**src/rtl/led_cube_layer_scanner.sv**
```systemverilog
// -----------------------------------------------------------------------------
// led_cube_layer_scanner
//
// Purpose:
//   Scans an 8x8x8 LED cube out of the 64-byte frame held by the stream buffer.
//   For each layer it blanks the cube, then loads the eight row latches one at
//   a time over a shared 8-bit bus, and finally lights that layer for a dwell
//   period. After layer 7 it wraps back to layer 0 and keeps going for as long
//   as i_enable stays high.
//
// Optional feature (macro LED_CUBE_BRIGHTNESS_EN):
//   Adds i_brightness[3:0]. During DISPLAY, oe_n is only low while the low
//   nibble of the dwell counter is <= i_brightness, which gives a 16-step PWM.
//   layer_en is not affected. When the macro is undefined there is no
//   brightness port and oe_n stays low for the whole DISPLAY.
//
// Ports:
//   i_clk          system clock
//   i_rst          synchronous reset, active-high (has priority over i_enable)
//   i_enable       scanning enabled; dropping it returns to IDLE next cycle
//   i_brightness   (LED_CUBE_BRIGHTNESS_EN only) PWM level 0..15
//   i_data_in      byte from the buffer, combinational on o_frame_addr
//   o_frame_addr   byte address {layer_idx, row}
//   o_latch_data   shared row-latch data bus
//   o_latch_clk    one-hot row latch clocks (bit r = row latch r)
//   o_layer_en     one-hot layer transistor enable
//   o_oe_n         latch output enable, active-low
//   o_layer_idx    layer currently being loaded/displayed
//   o_frame_done   one-cycle pulse in the first BLANK cycle after layer 7
// -----------------------------------------------------------------------------
module led_cube_layer_scanner #(
  parameter int DWELL_CYCLES = 2000,
  parameter int BLANK_CYCLES = 4,
  parameter int SETUP_CYCLES = 1,
  parameter int PULSE_CYCLES = 1
) (
  input  logic       i_clk,
  input  logic       i_rst,
  input  logic       i_enable,
`ifdef LED_CUBE_BRIGHTNESS_EN
  input  logic [3:0] i_brightness,
`endif
  input  logic [7:0] i_data_in,
  output logic [5:0] o_frame_addr,
  output logic [7:0] o_latch_data,
  output logic [7:0] o_latch_clk,
  output logic [7:0] o_layer_en,
  output logic       o_oe_n,
  output logic [2:0] o_layer_idx,
  output logic       o_frame_done
);

  // One shared counter serves every timed state, so it is sized for the
  // longest of them.
  localparam int MAX_AB = (DWELL_CYCLES > BLANK_CYCLES) ? DWELL_CYCLES : BLANK_CYCLES;
  localparam int MAX_CD = (SETUP_CYCLES > PULSE_CYCLES) ? SETUP_CYCLES : PULSE_CYCLES;
  localparam int MAXP   = (MAX_AB > MAX_CD) ? MAX_AB : MAX_CD;
  localparam int CW     = $clog2(MAXP + 1);

  localparam logic [CW-1:0] DWELL_LAST = CW'(DWELL_CYCLES - 1);
  localparam logic [CW-1:0] BLANK_LAST = CW'(BLANK_CYCLES - 1);
  localparam logic [CW-1:0] SETUP_LAST = CW'(SETUP_CYCLES - 1);
  localparam logic [CW-1:0] PULSE_LAST = CW'(PULSE_CYCLES - 1);

  typedef enum logic [2:0] {
    S_IDLE,
    S_BLANK,
    S_ADDR,
    S_SETUP,
    S_PULSE,
    S_DISPLAY
  } state_t;

  state_t        r_state;
  logic [CW-1:0] r_cnt;
  logic [2:0]    r_row;
  logic [5:0]    r_frame_addr;
  logic [7:0]    r_latch_data;
  logic [7:0]    r_latch_clk;
  logic [7:0]    r_layer_en;
  logic          r_oe_n;
  logic [2:0]    r_layer_idx;
  logic          r_frame_done;

  logic [CW-1:0] w_cnt_nx;
  assign w_cnt_nx = r_cnt + CW'(1);

`ifdef LED_CUBE_BRIGHTNESS_EN
  // oe_n is registered, so it is computed from the dwell count the next cycle
  // will show. The low nibble is zero-extended when the counter is narrow.
  logic [3:0] w_dwell_lo;
  if (CW >= 4) begin : g_lo
    assign w_dwell_lo = w_cnt_nx[3:0];
  end else begin : g_lo_ext
    assign w_dwell_lo = {{(4-CW){1'b0}}, w_cnt_nx};
  end
`endif

  // Every output is set on the transition into the state that owns it, so
  // the registered value is already correct in that state's first cycle.
  // Latch data is captured at the end of ADDR (frame_addr has been stable for
  // that whole cycle) and the latch clock only rises on leaving SETUP, so the
  // two never change on the same edge. layer_en is raised on the same edge
  // that drops the last latch clock, so they never overlap.
  always_ff @(posedge i_clk) begin
    if (i_rst || !i_enable) begin
      // An enable drop parks the scanner exactly like reset: everything dark,
      // and the next enable starts over at layer 0.
      r_state      <= S_IDLE;
      r_cnt        <= '0;
      r_row        <= 3'd0;
      r_frame_addr <= 6'd0;
      r_latch_data <= 8'd0;
      r_latch_clk  <= 8'd0;
      r_layer_en   <= 8'd0;
      r_oe_n       <= 1'b1;
      r_layer_idx  <= 3'd0;
      r_frame_done <= 1'b0;
    end else begin
      r_frame_done <= 1'b0;
      case (r_state)
        S_IDLE: begin
          r_cnt       <= '0;
          r_layer_idx <= 3'd0;
          r_state     <= S_BLANK;
        end

        S_BLANK: begin
          if (r_cnt == BLANK_LAST) begin
            r_cnt        <= '0;
            r_row        <= 3'd0;
            r_frame_addr <= {r_layer_idx, 3'd0};
            r_state      <= S_ADDR;
          end else begin
            r_cnt <= w_cnt_nx;
          end
        end

        S_ADDR: begin
          r_latch_data <= i_data_in;
          r_cnt        <= '0;
          r_state      <= S_SETUP;
        end

        S_SETUP: begin
          if (r_cnt == SETUP_LAST) begin
            r_cnt       <= '0;
            r_latch_clk <= 8'd1 << r_row;
            r_state     <= S_PULSE;
          end else begin
            r_cnt <= w_cnt_nx;
          end
        end

        S_PULSE: begin
          if (r_cnt == PULSE_LAST) begin
            r_cnt       <= '0;
            r_latch_clk <= 8'd0;
            if (r_row == 3'd7) begin
              r_layer_en <= 8'd1 << r_layer_idx;
              r_oe_n     <= 1'b0;
              r_state    <= S_DISPLAY;
            end else begin
              r_row        <= r_row + 3'd1;
              r_frame_addr <= {r_layer_idx, r_row + 3'd1};
              r_state      <= S_ADDR;
            end
          end else begin
            r_cnt <= w_cnt_nx;
          end
        end

        S_DISPLAY: begin
          if (r_cnt == DWELL_LAST) begin
            r_cnt        <= '0;
            r_layer_en   <= 8'd0;
            r_oe_n       <= 1'b1;
            r_layer_idx  <= r_layer_idx + 3'd1;
            r_frame_done <= (r_layer_idx == 3'd7);
            r_state      <= S_BLANK;
          end else begin
            r_cnt <= w_cnt_nx;
`ifdef LED_CUBE_BRIGHTNESS_EN
            r_oe_n <= (w_dwell_lo > i_brightness);
`endif
          end
        end

        default: r_state <= S_IDLE;
      endcase
    end
  end

  assign o_frame_addr = r_frame_addr;
  assign o_latch_data = r_latch_data;
  assign o_latch_clk  = r_latch_clk;
  assign o_layer_en   = r_layer_en;
  assign o_oe_n       = r_oe_n;
  assign o_layer_idx  = r_layer_idx;
  assign o_frame_done = r_frame_done;

endmodule
```
**config.mk**
```make
export PLATFORM = sky130hd
export DESIGN_NAME = led_cube_layer_scanner
export DESIGN_NICKNAME = d
export VERILOG_FILES = /design/src/rtl/led_cube_layer_scanner.sv
export SDC_FILE = /design/constraint.sdc
export NUM_CORES = 1
export LEC_CHECK = 0
export BUFFER_PORTS_ARGS = -buffer_cell sky130_fd_sc_hd__buf_2
export CAP_MARGIN = 25
export CORE_AREA = 4 4 65 97
export DETAILED_ROUTE_END_ITERATION = 12
export DIE_AREA = 0 0 69 101
export GPL_ROUTABILITY_DRIVEN = 0
export PLACE_DENSITY = 0.64
export SLEW_MARGIN = 20
export SYNTH_ARGS = -nofsm -noshare
export SYNTH_HDL_FRONTEND = slang
export SYNTH_SLANG_ARGS = --single-unit
```
**constraint.sdc**
```tcl
create_clock -name i_clk -period 1.8 [get_ports i_clk]
set_input_delay 0.36 -clock i_clk [delete_from_list [all_inputs] [get_ports i_clk]]
set_output_delay 0.36 -clock i_clk [all_outputs]
set_load 0.02 [all_outputs]
```
# Yosys cells after proc, flatten, opt, wreduce, memory -nomap -nowiden
# Cells that the tools add are included.
dict set report op_classes {
  addsub 3
  mul 0
  div_mod_pow 0
  order_cmp 0
  n_eq_ne 15
  shift 2
  n_mux 31
  bitwise_logic 2
  n_reduce_logical 17
}
# operator count
set op_table {}
lappend op_table {{$pmux 11 s4} 1}
lappend op_table {{$mux 8} 5}
lappend op_table {{$mux 11} 3}
lappend op_table {{$pmux 8 s2} 2}
lappend op_table {{$mux 3} 9}
lappend op_table {{$mux 6} 3}
lappend op_table {{$pmux 3 s6} 1}
lappend op_table {{$shl 1x3->8 const A} 2}
lappend op_table {{$eq 3x3->1 const B} 4}
lappend op_table {{$ne 2x2->1 const B} 6}
lappend op_table {{$pmux 3 s2} 2}
lappend op_table {{$pmux 6 s2} 1}
lappend op_table {{$reduce_and 4->1} 3}
lappend op_table {{$add 11x1->11 const B} 1}
lappend op_table {{$eq 11x11->1 const B} 1}
lappend op_table {{$eq 11x2->1 const B} 1}
lappend op_table {{$logic_not 11->1} 1}
lappend op_table {{$reduce_bool 2->1} 4}
lappend op_table {{$add 3x1->3 const B} 2}
lappend op_table {{$eq 3x2->1 const B} 2}
lappend op_table {{$reduce_bool 4->1} 1}
lappend op_table {{$reduce_or 2->1} 2}
lappend op_table {{$eq 3x1->1 const B} 1}
lappend op_table {{$logic_not 3->1} 1}
lappend op_table {{other kinds (8)} 11}
dict set report word_totals {
  register_bits 52
  latchBits 0
  ram_bits 0
  rom_bits 0
  in_bits 11
  out_inout_bits 35
  word_cells 80
  n_memories 0
}

# Depth between registers and ports, before layout
dict set report logic_depth {
  word_depth 4
  depth_mapped 8
  mapped_depth_nobuf 7
}

# Worst setup path after synthesis
# OpenSTA, ideal clock, no wires.
dict set report synth_path {
  kind {register -> register}
  from {reg r_cnt[0]}
  to {reg r_layer_en[4] (netlist: o_layer_en[4])}
  setup_ns 0.072
  arrival_ns 1.869
  slack_ns -0.141
  path_stages_with_launch 9
  synth_period_minus_slack_ns 1.941
  cell_sequence {dfxtp_1 ha_1 nand2_1 or4_4 a22oi_4 and3b_1 buf_4 nand3_1 a21oi_1}
}
dict set report synth_between {
  elab_chain_cells 3
  elab_cells_between_ends 5
  classes_between {eq/ne (3); reduce/logical (2)}
}
# element line
set synth_rtl {}
lappend synth_rtl {{start, declared} 75} ;# logic [CW-1:0] r_cnt;
lappend synth_rtl {{start signal, assigned} 135} ;# r_cnt <= w_cnt_nx;
lappend synth_rtl {{start signal, assigned} 151} ;# r_cnt <= w_cnt_nx;
lappend synth_rtl {{start signal, assigned} 169} ;# r_cnt <= w_cnt_nx;
lappend synth_rtl {{$eq 11x11->1 / $logic_not 11->1 (equally long branches)} {174, 156}}
lappend synth_rtl {{$ne 2x2->1 (no line)} n/a}
lappend synth_rtl {{$reduce_and 4->1 (no line) *} n/a}
lappend synth_rtl {{end signal, assigned} 160} ;# r_layer_en <= 8'd1 << r_layer_idx;
lappend synth_rtl {{end, declared} 80} ;# logic [7:0] r_layer_en;
# Every way passes the cells marked *; elsewhere a longest branch is shown, timed or not.
# A chain may end at the register's enable or synchronous reset.

# Final worst setup path
dict set report layout_path {
  from {reg r_cnt[1]}
  to {reg r_cnt[9]}
}
dict set report layout_between {
  elab_chain_cells 3
  elab_cells_between_ends 8
  classes_between {add/sub (1); eq/ne (2); mux (4); reduce/logical (1)}
}
# element line
set layout_rtl {}
lappend layout_rtl {{$add 11x1->11, or another cell as far along} 86} ;# assign w_cnt_nx = r_cnt + CW'(1);
lappend layout_rtl {{$mux 11, on equally long branches} n/a}
lappend layout_rtl {{$pmux 11 s4 *} 121} ;# case (r_state)
# Marked as above.

==> impl_metrics.csv <==
group,metric,value,unit
final_layout,fin_util,0.592,
cts,cts_tree,"yes",
drt,dr_total_vias,2302,
cts,h-tree-depth,2,
cts,cts_buffers,5,
synth,postSynthAreaPerCell,8.09,um^2
drt,routedWlPerCell,13.8,um
worst_setup_path,worstPathArrival,2150,ps
worst_setup_path,cp_common_cell,"buf_4",
sta,drv_slew,0,
worst_setup_path,setup.worst_path.start_class,"register",
cts,hold_buffers,0,
sta,hold_viol_final,0,
worst_hold_path,hp-start,"i_data_in[5]",
synth,synth_top_area_frac,0.418,
synth,synth.distinct_cells,41,
drt,drt_pass1_iterations,4,
die,initial_core_util,0.430,
worst_setup_path,slowest_delay,500,ps
status,status,"finished with violations",
global_routing,grt_pass1_wl,9860,um
worst_setup_path,critPathSlowestCell,"or4_4",
cts,root_buffer,"clkbuf_8",
pwr,p_leak,1.29,nW
synth,ys_warn_count,0,
synth,synth_seq_cells,49,
worst_setup_path,path_cells,"ha_4, nand2_2, or4_4, a22oi_4, buf_4, a21oi_4, buf_4, o211ai_1, a21oi_1",
global_routing,overflow,0,
synth,synth-edff-count,0,
global_routing,antenna_found_initial,0,
worst_setup_path,crit_path_max_fanout,4,
sta,fin_crit_sh,1.08,
global_routing,grt_pass1_vias,2175,
final_layout,nets,397,
die,die_w,69,um
sta,max-slew-margin-rel,0.790,
synth,synthCells,290,
global_routing,grt_max_degree,18,
cts,clock_path_buffers,2,
final_layout,drive_gt1_frac,0.362,
sta,period_minus_slack,1940,ps
run,max_cap_viol_count,0,
sta,tns,-1970,ps
worst_setup_path,crit_path_end_kind,"register",
worst_hold_path,hold_path_class,"in -> reg",
final_layout,final_cell_mix,"nand2_1, buf_2, dfxtp_1",
worst_setup_path,worstPathRequired,2010,ps
cts,clock_sinks,49,
drt,antenna_left,0,
drt,avgViaCountPerCell,5.20,
drt,drc,0,
drt,drt_iter0_drc,107,
pwr,irDropWorstVdd,0.374,mV
cts,clkLatencyLatePin,320,ps
final_layout,seq_area,993,um^2
worst_setup_path,crit_start,"r_cnt[1]",
die,rows,33,
sta,fin_ws,-137,ps
placement,io_buffers,45,
synth,synth.area.top_cells,"dfxtp_1, nand2_1, ha_1",
sta,max_freq,516,MHz
sta,setup_viol,20,
pwr,fin_total_pwr,1.93,mW
synth,syn_nets,315,
worst_setup_path,worstReg2RegStart,"r_cnt[1]",
synth,synth_area,0.00235,mm^2
global_routing,track_usage,0.171,
sta,rsz0062_at_grt,"true",
final_layout,n_antenna_cell,0,
pwr,cellPowerDensity,598,mW/mm^2
final_layout,multi_input_area,0.00144,mm^2
cts,clk_pin_slew,100,ps
worst_setup_path,worst-setup-path-type,"reg -> reg",
placement,dp_hpwl,4350,um
synth,synth_top_area_cell,"dfxtp_1",
sta,tightestPinTransition,315,ps
final_layout,layout_commonest_cell,"nand2_1",
final_layout,fillers,507,
final_layout,area_growth,37.5,%
synth,async_reset_ff_frac,0,
synth,ys_seq_area_frac,0.418,
die,core_area,0.00545,mm^2
drt,wl,6120,um
die,die_area,0.00697,mm^2
sta,fin_skew,7.10,ps
synth,synth_top_flop_cell,"dfxtp_1",
die,dieHeight,101,um
status,failed_checks,"setup timing",
die,io_pins,46,
-- worst paths after layout --
| path | cells after the start | endpoint | slack [ps] |
|---|---|---|---|
| setup reg to reg | 9 | r_cnt[9] | -140 |
| hold reg to reg | 2 | o_latch_clk[3] | 450 |
| hold / removal | 3 | o_latch_data[5] | 270 |
| setup / recovery | 9 | r_cnt[9] | -140 |
-- metrics by stage --
| stage | hold WS [ps] | worst slack [ps] | cells | area (um^2) |
|---|---|---|---|---|
| after floorplan | 459 | 1.35 | 290 | 2380 |
| after global placement | 431 | -183 | 429 | 2920 |
| after detailed placement | 436 | -164 | 429 | 2920 |
| after CTS | 265 | -71.7 | 439 | 3100 |
| after global routing | 269 | -206 | 443 | 3230 |
| final | 265 | -137 | 443 | 3230 |
-- state kept, by name, summed over array words and instances (netlist names) --
name	flops
o_oe_n	1
r_cnt	11
o_layer_idx	3
o_latch_data	8
o_latch_clk	8
r_row	2
o_frame_addr	4
o_frame_done	1
r_state	3
o_layer_en	8
-- logic make-up after synthesis --
logic type / count (synthesis) / share of synthesized area
buffers and inverters: 24 / 0.0411
flip-flops: 49 / 0.418
XOR/XNOR: 5 / 0.0187
AO/OA/AOI/OAI: 55 / 0.138
AND/OR/NAND/NOR: 142 / 0.305
adder cells (fa/ha/maj): 14 / 0.0747
multiplexers: 1 / 0.00427
-- Yosys cell counts, drive strengths merged, types with 2 or more instances --
master / number
clkbuf: 11
a211oi: 2
a21oi: 33
nor2: 22
buf: 3
nand4: 6
inv: 10
or3: 2
a21o: 2
a22oi: 2
and2: 3
nand2b: 3
xnor2: 2
o21ai: 8
o31ai: 4
nor4: 3
dfxtp: 49
and3: 3
nor3b: 5
nand3: 27
o211ai: 2
nor2b: 3
xor2: 3
nand2: 51
ha: 14
nand4b: 2
nor3: 6
-- metal layers --
metal  vias up  global-route usage  wire [um]
met5         -                   0          0
met4         0              0.0692        120
met3        12              0.0289        237
met2        54               0.322       3320
met1      1068               0.189       2450
li1       1168                   -          -
-- final cells by class --
class / count / share of cell area
tap: 70 / 0.0272
sequential: 49 / 0.308
clock buffer: 5 / 0.0213
timing repair buffer: 89 / 0.177
multi-input combinational: 217 / 0.447
clock inverter: 3 / 0.00776
inverter: 10 / 0.0116
-- what timing repair did --
item | in CTS | in global routing
gates resized for setup | 19 | 23
endpoints found under the setup margin | 36 | 35
cloned | 1 | 1
buffers inserted | 1 | 3
pin swaps | 6 | 6
-- power by group --
part / internal, mW / leakage (nW) / switching (mW)
Sequential: 1.09 / 0.399 / 0.00561
Combinational: 0.0550 / 0.843 / 0.0785
Clock: 0.282 / 0.0447 / 0.422
-- critical path: cells and delay by family, from the launching register on --
kind,cells,cell delay (ps)
DFF,1,370
adders and majority gates,1,140
and+or+nand+nor,2,550
buffers and inverters,2,300
AOI/OAI and AO/OA,4,470
(Power assumes the default switching activity.)
